--- src/rtl/ssd_scan_ctrl.sv ---
// ssd_scan_ctrl: time-multiplexed driver for two 4-digit seven-segment banks.
// A prescaler steps a shared digit select; a staged word is moved into the
// displayed register only at frame boundaries, so a frame is never torn.
// Optional feature macro: SSD_ZERO_BLANK_EN (blank leading zero digits).
`timescale 1ns/1ps

module ssd_scan_ctrl #(
  parameter int TICK_DIV = 100000
) (
  input  logic        CLK,
  input  logic        RST,
  input  logic [31:0] data_in,
  input  logic        load,
  output logic        load_ready,
  output logic        frame_done,
  output logic [6:0]  D0_SEG,
  output logic [6:0]  D1_SEG,
  output logic [3:0]  D0_AN,
  output logic [3:0]  D1_AN
);

  localparam int CNT_W = $clog2(TICK_DIV);
  localparam logic [CNT_W-1:0] CNT_MAX = CNT_W'(TICK_DIV - 1);
  localparam logic [CNT_W-1:0] CNT_ONE = CNT_W'(1);

  logic [CNT_W-1:0] count_q, count_d;
  logic [1:0]       sel_q, sel_d;
  logic [31:0]      disp_q, disp_d;
  logic [31:0]      staging_q, staging_d;
  logic             pending_q, pending_d;

  logic             tick;
  logic             frame_tick;
  logic             load_accept;
  logic [3:0]       nib_d0;
  logic [3:0]       nib_d1;
  logic [3:0]       an;

  // Active-low hex glyphs, bit order g..a.
  function automatic logic [6:0] hex_to_seg(input logic [3:0] nib);
    logic [6:0] seg;
    case (nib)
      4'h0: seg = 7'b1000000;
      4'h1: seg = 7'b1111001;
      4'h2: seg = 7'b0100100;
      4'h3: seg = 7'b0110000;
      4'h4: seg = 7'b0011001;
      4'h5: seg = 7'b0010010;
      4'h6: seg = 7'b0000010;
      4'h7: seg = 7'b1111000;
      4'h8: seg = 7'b0000000;
      4'h9: seg = 7'b0010000;
      4'hA: seg = 7'b0001000;
      4'hB: seg = 7'b0000011;
      4'hC: seg = 7'b1000110;
      4'hD: seg = 7'b0100001;
      4'hE: seg = 7'b0000110;
      default: seg = 7'b0001110;
    endcase
    return seg;
  endfunction

  assign tick        = (count_q == CNT_MAX);
  assign frame_tick  = tick && (sel_q == 2'd3);
  assign load_ready  = !pending_q;
  assign load_accept = load && !pending_q;
  assign frame_done  = frame_tick && !RST;

  // Next-state: prescaler, digit select, and the staging/display handoff.
  // A boundary transfer only happens with pending already set, and a new load
  // is only accepted with pending clear, so the two never collide; a load on a
  // boundary cycle with pending clear therefore waits for the next boundary.
  always_comb begin
    count_d   = tick ? '0 : (count_q + CNT_ONE);
    sel_d     = tick ? (sel_q + 2'd1) : sel_q;
    disp_d    = disp_q;
    staging_d = staging_q;
    pending_d = pending_q;
    if (frame_tick && pending_q) begin
      disp_d    = staging_q;
      pending_d = 1'b0;
    end
    if (load_accept) begin
      staging_d = data_in;
      pending_d = 1'b1;
    end
  end

  // State registers; reset wins over both tick and load.
  always_ff @(posedge CLK) begin
    if (RST) begin
      count_q   <= '0;
      sel_q     <= 2'd0;
      disp_q    <= 32'd0;
      staging_q <= 32'd0;
      pending_q <= 1'b0;
    end else begin
      count_q   <= count_d;
      sel_q     <= sel_d;
      disp_q    <= disp_d;
      staging_q <= staging_d;
      pending_q <= pending_d;
    end
  end

  // Pick the nibble for the current digit; sel 0 is the most significant.
  always_comb begin
    nib_d0 = 4'h0;
    nib_d1 = 4'h0;
    case (sel_q)
      2'd0: begin nib_d0 = disp_q[31:28]; nib_d1 = disp_q[15:12]; end
      2'd1: begin nib_d0 = disp_q[27:24]; nib_d1 = disp_q[11:8];  end
      2'd2: begin nib_d0 = disp_q[23:20]; nib_d1 = disp_q[7:4];   end
      default: begin nib_d0 = disp_q[19:16]; nib_d1 = disp_q[3:0]; end
    endcase
  end

  // One-cold anode select shared by both banks.
  always_comb begin
    an        = 4'b1111;
    an[sel_q] = 1'b0;
  end

  assign D0_AN = an;
  assign D1_AN = an;

`ifdef SSD_ZERO_BLANK_EN
  logic blank_d0;
  logic blank_d1;

  // A digit is blanked when it and every more significant digit of its bank
  // are zero; the last digit is always lit so an all-zero bank shows "0".
  always_comb begin
    blank_d0 = 1'b0;
    blank_d1 = 1'b0;
    case (sel_q)
      2'd0: begin blank_d0 = (disp_q[31:28] == 4'h0);  blank_d1 = (disp_q[15:12] == 4'h0);  end
      2'd1: begin blank_d0 = (disp_q[31:24] == 8'h00); blank_d1 = (disp_q[15:8] == 8'h00);  end
      2'd2: begin blank_d0 = (disp_q[31:20] == 12'h000); blank_d1 = (disp_q[15:4] == 12'h000); end
      default: begin blank_d0 = 1'b0; blank_d1 = 1'b0; end
    endcase
  end

  // Segment drive with leading-zero suppression.
  always_comb begin
    D0_SEG = blank_d0 ? 7'b1111111 : hex_to_seg(nib_d0);
    D1_SEG = blank_d1 ? 7'b1111111 : hex_to_seg(nib_d1);
  end
`else
  // Segment drive straight from the registered nibble.
  always_comb begin
    D0_SEG = hex_to_seg(nib_d0);
    D1_SEG = hex_to_seg(nib_d1);
  end
`endif

endmodule

--- config.mk ---
export PLATFORM = sky130hd
export DESIGN_NAME = ssd_scan_ctrl
export DESIGN_NICKNAME = d
export VERILOG_FILES = /design/src/rtl/ssd_scan_ctrl.sv
export SDC_FILE = /design/constraint.sdc
export NUM_CORES = 1
export LEC_CHECK = 0
export CAP_MARGIN = 20
export CORE_ASPECT_RATIO = 2
export CORE_MARGIN = 4
export CORE_UTILIZATION = 55
export CTS_BUF_LIST = sky130_fd_sc_hd__clkbuf_16
export DETAILED_ROUTE_END_ITERATION = 6
export PLACE_DENSITY_LB_ADDON = 0.2
export SLEW_MARGIN = 25
export SYNTH_ARGS = -nofsm -noshare
export SYNTH_HDL_FRONTEND = slang
export SYNTH_SLANG_ARGS = --single-unit
--- constraint.sdc ---
create_clock -name CLK -period 2.5 [get_ports CLK]
set_input_delay 0.25 -clock CLK [delete_from_list [all_inputs] [get_ports CLK]]
set_output_delay 0.25 -clock CLK [all_outputs]
set_load 0.02 [all_outputs]
Yosys cells after proc, flatten, opt, wreduce, memory -nomap -nowiden
Memories as Yosys holds them, arrays and structs flattened.
Index checks and enable logic that the tools add are counted.
Word-level totals
  input port bits: 35
  logic and storage cells: 32
  ROM bits: 224
  bits in latches: 0
  bits in registers: 84
  RAM bits: 0
  memories kept: 2
Operators by class
  $lt $le $gt $ge: 2
  bitwise logic cells: 1
  divide/modulo/power cells: 0
  reductions and logical operators: 10
  multiplexer cells: 6
  $add $sub $neg: 2
  eq/ne operators: 4
  multipliers: 0
  shift-type cells: 0
Memory list
  (no name shown): depth 16, bits a word 7, read ports 1, clocked after Yosys merged registers in 0, write ports 0, RTL line 42  | case (nib)
  (no name shown): depth 16, bits a word 7, read ports 1, clocked after Yosys merged registers in 0, write ports 0, RTL line 42
Operators by type and width (count)
  $pmux W4 S3: 2
  $add A17 B1 Y17 const B: 1
  $eq A17 B17 Y1 const B: 1
  $logic_and A1 B1 Y1: 5
  $eq A2 B2 Y1 const B: 2
  $not A4 Y4: 1
  $lt A2 B3 Y1 const B: 1
  $mux W1: 3
  $add A2 B1 Y2 const B: 1
  $demux W1 S2: 1
  $eq A2 B1 Y1 const B: 1
  $ge A2 B1 Y1 const B: 1
  $logic_not A1 Y1: 2
  $logic_not A2 Y1: 1
  $reduce_bool A2 Y1: 1
  $reduce_or A2 Y1: 1

Logic depth before layout (Yosys ltp)
Gate-level depths: netlist (run 1).
  depth in word-level cells: 5
  gate-level depth with buffers: 10
  mapped depth without buffers: 9

Worst setup path after synthesis (run 1)
OpenSTA, ideal clock, no wires.
  kind: register -> output
  start point: register sel_q[1]
  end point: output port D0_SEG[4]
  arrival time: 2.195 ns
  slack: 0.055 ns
  cell stages (with the launch flop): 11
  data required time: 2.250 ns
  cell sequence: dfxtp_1 -> inv_1 -> ha_1 -> buf_2 -> a22oi_1 -> nand2_1 -> mux2i_1 -> inv_1 -> ha_1 -> or3_1 -> o21ai_0
On the way
  word-level cells in the longest chain between the ends: 3
  elaborated cells between the ends (all ways): 5
  those cells by class: 2 x eq/ne; 1 x mux; 1 x reduce/logical; 1 x memory
Ends and longest elaborated chain
  start, declared: RTL line 27  | logic [1:0] sel_q, sel_d;
  start signal, assigned: RTL line 99  | sel_q <= sel_d;
  $eq A2 B2 Y1 (tied with other cells): RTL line 110  | case (sel_q)
  $pmux W4 S3 (*): RTL line 110
  $mem_v2 Z16 W7 (*)
  end, declared: RTL line 16  | output logic [6:0] D0_SEG,
Mark *: on every way between the ends. The rest lies on a longest branch, timed or not.

Worst setup path in the final report (run 1)
  start point: register sel_q[1]
  end point: output port D1_SEG[0]
On the way
  word-level cells in the longest chain between the ends: 3
  elaborated cells between the ends (all ways): 5
  those cells by class: 2 x eq/ne; 1 x mux; 1 x reduce/logical; 1 x memory
Ends and longest elaborated chain
  $eq A2 B2 Y1 (tied with other cells): RTL line 110
  $pmux W4 S3 (*): RTL line 110
  $mem_v2 Z16 W7 (*)
  end, declared: RTL line 17  | output logic [6:0] D1_SEG,
Marks and branches as above.

==> flow_summary.toml, run 1 <==
[cts]
cts_num_sinks = 84
root_buffer = "clkbuf_16"
cts.clk_slew.worst_paths_ns = 0.06
htree_levels = 3
numCtsBuffers = 9
tritoncts = "yes"
hold_buffers = 0
clk_latency_ns = 0.33
cts_max_path_buffers = 2

[yosys]
yosysMostFrequentCell = "dfxtp_1"
yosys_warnings = 0
synth-edff-count = 0
synthesis.nets = 542
yosysSeqAreaShare_pct = 39.2
synthArstFlopShare_pct = 0
synth_area_sq_um = 4290
synthTopCellsByCount = "84 x dfxtp_1, 77 x nand2_1, 65 x nand2b_1"
yosysTopAreaCell = "dfxtp_1"
yosys.area.top_type_share_pct = 39.2
synthCells = 489
yosys_register_bits = 84
synthTopCellsByArea = "dfxtp_1 39%, mux2i_1 12%, nand2b_1 9.5%, nand2_1 6.7%, ha_1 5.2%"
synth_flop_cell = "dfxtp_1"
syn_avg_cell_area_sq_um = 8.78
synth.distinct_cells = 41

[power_and_ir_drop]
p_per_area_nw_per_um2 = 483
p_leak_nw = 2.09
combPwrFrac_pct = 6.6
ir_drop_uv = 571
power.total_mw = 2.72
p_switching_mw = 0.594
power_frac_clock_pct = 42.2
p_sw_share_pct = 21.9
sequentialPowerShare_pct = 51.2
intPower_mw = 2.12

[sta]
setup_viol = 13
fin_setup_tns_ns = -0.723
finalCriticalPeriod_ns = 2.68
rsz0062_at_grt = "true"
post-route-period-util_pct = 107
slew_headroom_pct = 61.3
max_freq_ghz = 0.373
tightestPinTransition_ns = 0.581
finalHoldViolCount = 0
maxSlewViolCount = 0
fin_ws_ns = -0.184
skew_ns = 0.00730

[placement]
dp.cells = 640
dp_hpwl_mm = 6.80
gp_congestion = 0.907
numPortBuffers = 58

[status]
violations = "setup timing"
outcome = "finished with violations"

[setup_path]
worstPathArrival_ns = 2.43
required_ns = 2.25
worstPathMaxFanout = 6
crit_type = "flip-flop to output port"
slowest_stage = "a222oi_1"
cpMostUsedCell = "buf_6"
rrSetupSlack_ns = 0.52
crit_chain = "inv_4 -> ha_4 -> buf_6 -> a222oi_1 -> mux2i_1 -> buf_4 -> xnor2_1 -> a221o_1 -> buf_6"
crit_path_max_incr_delay_ns = 0.40
critPathCaptureType = "output port"
start_kind = "flip-flop"

[drt]
drt_drc_violations_left = 0
first_pass_iters = 5
first_iter_violations = 262
wirelength_mm = 9.99
avgViaCountPerCell = 5.38
wl_per_cell_microns = 14.9
ant_nets = 0
num_vias = 3603

[global_routing]
grt_pass1_vias = 3616
track_usage_pct = 21.3
antenna_found_initial = 0
grt_max_degree = 48
grt_overflow_total = 0
grt_pass1_wl_mm = 16.1

[cells_and_area]
layout.cells.non_filler = 670
synthToLayoutAreaGrowth_pct = 31.0
finalNetCount = 624
n_antenna_cell = 0
post_route_cells_drive_above_1_share_pct = 19.3

[job]
cap_violations = 0

[die]
die-width_microns = 70.5
dieHeight_microns = 133
start_util_pct = 56.5
row_count = 45
coreArea_sq_um = 7600
num_io_pins = 59
dieArea_sq_um = 9370

[worst_hold_path]
min_path_type = "input pin to flip-flop"
cell usage in the layout, fill, tap and decap left out, drive strengths merged, types with 4 or more instances in the layout:
master          n
inv            24
xnor2           4
xor2            9
nand3           5
nand4           8
and3            5
buf            63
a21oi          37
clkdlybuf4s50  42
or3             5
a222oi          6
o21ai           5
nand2b         65
mux2i          53
nor2           18
mux2            4
dfxtp          84
nand2          77
ha             18
o22ai           8
clkinv          4
clkbuf          9
final timing paths:
check | startpoint | endpoint | depth (start not counted)
max reg2reg | count_q[0]$_SDFF_PP0_ | disp_q[24]$_SDFFE_PP0P_ | 7
max | sel_q[1]$_SDFFE_PP0N_ | D1_SEG[0] | 9
min reg2reg | count_q[0]$_SDFF_PP0_ | count_q[0]$_SDFF_PP0_ | 1
min | RST | count_q[2]$_SDFF_PP0_ | 2
through the flow:
| step | utilization (%) | instance area [sq um] | worst slack, ns | hold slack (ns) |
|---|---|---|---|---|
| finish | 74.0 | 5620 | -0.184 | 0.234 |
| global route | 74.0 | 5620 | -0.266 | 0.258 |
| CTS | 72.3 | 5500 | -0.0920 | 0.235 |
| detailed placement | 66.9 | 5080 | -0.371 | 0.445 |
| global placement | 66.9 | 5080 | -0.266 | 0.422 |
| floorplan | - | 4290 | 0.0554 | 0.386 |
kinds of logic after synthesis:
family	Yosys count	share of synthesized area, %
adders and majority gates	18	5.24
muxes	57	13.4
and+or+nand+nor	197	24.3
xor gates and xnor gates	13	2.65
AOI/OAI and AO/OA	62	8.62
buffers and inverters	58	6.61
DFF	84	39.2
routing by layer:
metal  GRT usage, %  share of wire (%)  vias to the layer above
li1               -                  -                     1803
met1           22.2                 37                     1679
met2           38.9                 55                       92
met3           3.95                3.4                       29
met4           12.0                4.3                        0
met5              0                  0                        -
power groups by stage:
stage	registers [mW]	clock network (mW)	logic (mW)
after floorplan	1.42	0	0.103
after global placement	1.42	0	0.178
after detailed placement	1.42	0	0.181
after CTS	1.39	1.17	0.182
after global routing	1.39	1.22	0.201
final	1.39	1.15	0.180
worst max-delay path, delay by kind of cell (launching register included):
family	cells	cell delay [ns]
AOI/OAI and AO/OA	2	0.71
xor gates and xnor gates	1	0.14
adders and majority gates	1	0.18
buffers and inverters	4	0.51
DFF	1	0.37
muxes	1	0.20
sequential cells by signal, indices dropped and copies added, names as in the netlist:
name and cells:
count_q 17, disp_q 32, pending_q 1, sel_q 2
staging_q 32
final cells by class:
| cell class | count | area [sq um] |
|---|---|---|
| clock inverters | 7 | 35.0 |
| well taps | 94 | 118 |
| multi-input cells | 347 | 2480 |
| clock buffers | 9 | 225 |
| flip-flops and latches | 84 | 1690 |
| fillers | 553 | 1980 |
| inverters | 23 | 98.8 |
| repair buffers | 106 | 973 |
what timing repair did:
action | in CTS | in global routing
hold endpoints to repair | 0 | 0
gates resized for setup | 101 | 30
setup endpoints to repair | 14 | 15
setup buffers | 10 | 6
pin swaps | 8 | 12
(Power assumes the default switching activity.)
==> run 2, diff against run 1 <==
--- a/config.mk
+++ b/config.mk
@@ -6,7 +6,7 @@
 export NUM_CORES = 1
 export LEC_CHECK = 0
 export CAP_MARGIN = 20
-export CORE_ASPECT_RATIO = 2
+export CORE_ASPECT_RATIO = 1.75
 export CORE_MARGIN = 4
 export CORE_UTILIZATION = 55
 export CTS_BUF_LIST = sky130_fd_sc_hd__clkbuf_16
==> flow_summary.toml, run 2 (same netlist as run 1, synthesis figures left out) <==
[power_and_ir_drop]
ir_drop_uv = 428
p_leak_nw = 2.10
power.total_mw = 2.93
p_per_area_nw_per_um2 = 517

[cells_and_area]
layout.cells.non_filler = 659
multi_input_area_sq_um = 2510
layout.cells.most_common = "dfxtp_1"
layout_common_cells = "82 x dfxtp_1, 77 x nand2_1, 65 x nand2b_1, 47 x mux2i_1"
nFillCells = 535
n_antenna_cell = 0
synthToLayoutAreaGrowth_pct = 32.0
regArea_sq_um = 1690
post_route_cells_drive_above_1_share_pct = 19.8
top_regs = "disp_q x32, staging_q x32, count_q x17"
finalNetCount = 619

[drt]
num_vias = 3577
first_iter_violations = 223
wl_per_cell_microns = 15.2
avgViaCountPerCell = 5.43
wirelength_mm = 10.0
ant_nets = 0
first_pass_iters = 7
drt_drc_violations_left = 1

[job]
cap_violations = 0

[sta]
setup_viol = 13
rsz0062_at_grt = "true"
fin_ws_ns = -0.102
finalHoldViolCount = 0
maxSlewViolCount = 0
finalCriticalPeriod_ns = 2.60
max_freq_ghz = 0.384
post-route-period-util_pct = 104
tightestPinTransition_ns = 0.537
slew_headroom_pct = 64.2
skew_ns = 0.00518

[cts]
cts.clk_slew.worst_paths_ns = 0.06
numCtsBuffers = 9
htree_levels = 3
cts_num_sinks = 84
hold_buffers = 0
tritoncts = "yes"
clk_latency_ns = 0.33
root_buffer = "clkbuf_16"
cts_max_path_buffers = 2

[setup_path]
rrSetupSlack_ns = 0.36
required_ns = 2.25
worstPathMaxFanout = 8
worstPathArrival_ns = 2.35
r2r-start = "count_q[0]$_SDFF_PP0_"
crit_type = "flip-flop to output port"
critPathCaptureType = "output port"
r2r_cells = 7
start_kind = "flip-flop"
r2r_end = "disp_q[1]$_SDFFE_PP0P_"

[placement]
dp.cells = 636
numPortBuffers = 58
gp_congestion = 0.891
dp_hpwl_mm = 6.74

[worst_hold_path]
min_path_type = "flip-flop to flip-flop"
min_to = "count_q[0]$_SDFF_PP0_"
hp-start = "count_q[0]$_SDFF_PP0_"
holdPathStages = 1

[global_routing]
grt_max_degree = 62
antenna_found_initial = 0
track_usage_pct = 22.1
grt_pass1_vias = 3509
grt_overflow_total = 0
grt_pass1_wl_mm = 16.2

[die]
num_io_pins = 59
dieArea_sq_um = 9340
start_util_pct = 56.7
coreArea_sq_um = 7570
die-width_microns = 74.8
row_count = 42
dieHeight_microns = 125

[status]
outcome = "finished with violations"
violations = "DRC, setup timing"
run 2: cell count changes in the layout (fill, tap and decap cells not counted), moves of 2 or more:
cell       previous run  this run
buf_4                47        42
mux2i_2               2         6
mux2i_1              50        47
buf_2                 3         1
bufinv_16             0         2
run 2: final cells by class:
class | count | share of cell area (%)
Clock buffer | 9 | 3.97
Tap cell | 88 | 1.94
Timing Repair Buffer | 101 | 16.9
Sequential cell | 84 | 29.8
Inverter | 23 | 1.70
Clock inverter | 7 | 1.46
Multi-Input combinational cell | 347 | 44.3
run 2: metrics by stage:
stage / TNS (ns) / instance area (sq um) / hold WS (ns) / setup slack [ns] / utilization, %
4_1_cts: -0.346 / 5560 / 0.420 / -0.0493 / 73.4
3_3_place_gp: -2.51 / 5080 / 0.423 / -0.220 / 67.1
2_1_floorplan: 0 / 4290 / 0.386 / 0.0554 / -
5_1_grt: -2.04 / 5670 / 0.460 / -0.184 / 74.9
3_5_place_dp: -4.04 / 5080 / 0.432 / -0.382 / 67.1
6_report: -0.769 / 5670 / 0.441 / -0.102 / 74.9
run 2: power breakdown:
group	switching (mW)	internal, mW	total, mW
Combinational	0.0822	0.0947	0.177
Clock	0.505	0.860	1.36
Sequential	0.0204	1.37	1.39
Total	0.607	2.33	2.93
run 2: critical path: stages, from the launching register on:
cell and delay (ns):
dfxtp_4 0.37, inv_4 0.05, ha_4 0.19, a22oi_2 0.19, nand2_1 0.09, mux2i_2 0.19
inv_2 0.09, ha_1 0.21, or3_1 0.37, o21ai_1 0.10, buf_4 0.16
run 2: how the worst max path moves through the flow:
stage,startpoint,end,slack [ns],depth (start not counted)
final,sel_q[1]$_SDFFE_PP0N_,D0_SEG[4],-0.10,10
after global routing,sel_q[1]$_SDFFE_PP0N_,D0_SEG[5],-0.18,8
after CTS,sel_q[0]$_SDFFE_PP0N_,D1_SEG[4],-0.05,8
after detailed placement,sel_q[0]$_SDFFE_PP0N_,D1_SEG[4],-0.38,10
after global placement,sel_q[0]$_SDFFE_PP0N_,D0_SEG[0],-0.22,9
after floorplan,sel_q[1]$_SDFFE_PP0N_,D0_SEG[4],0.06,10
run 2: per-layer routing:
metal  track usage, %  vias up  share of wire [%]
met3             5.41       16                3.4
li1                 -     1792                  -
met4             9.85        0                2.2
met1             24.7     1689                 39
met5                0        -                  0
met2             38.1       80                 55
run 2: repair_timing:
| item | 4_1_cts | 5_1_grt |
|---|---|---|
| setup endpoints to repair | 14 | 15 |
| pin swaps | 10 | 10 |
| gates resized for setup | 112 | 21 |
| setup buffers | 4 | 3 |
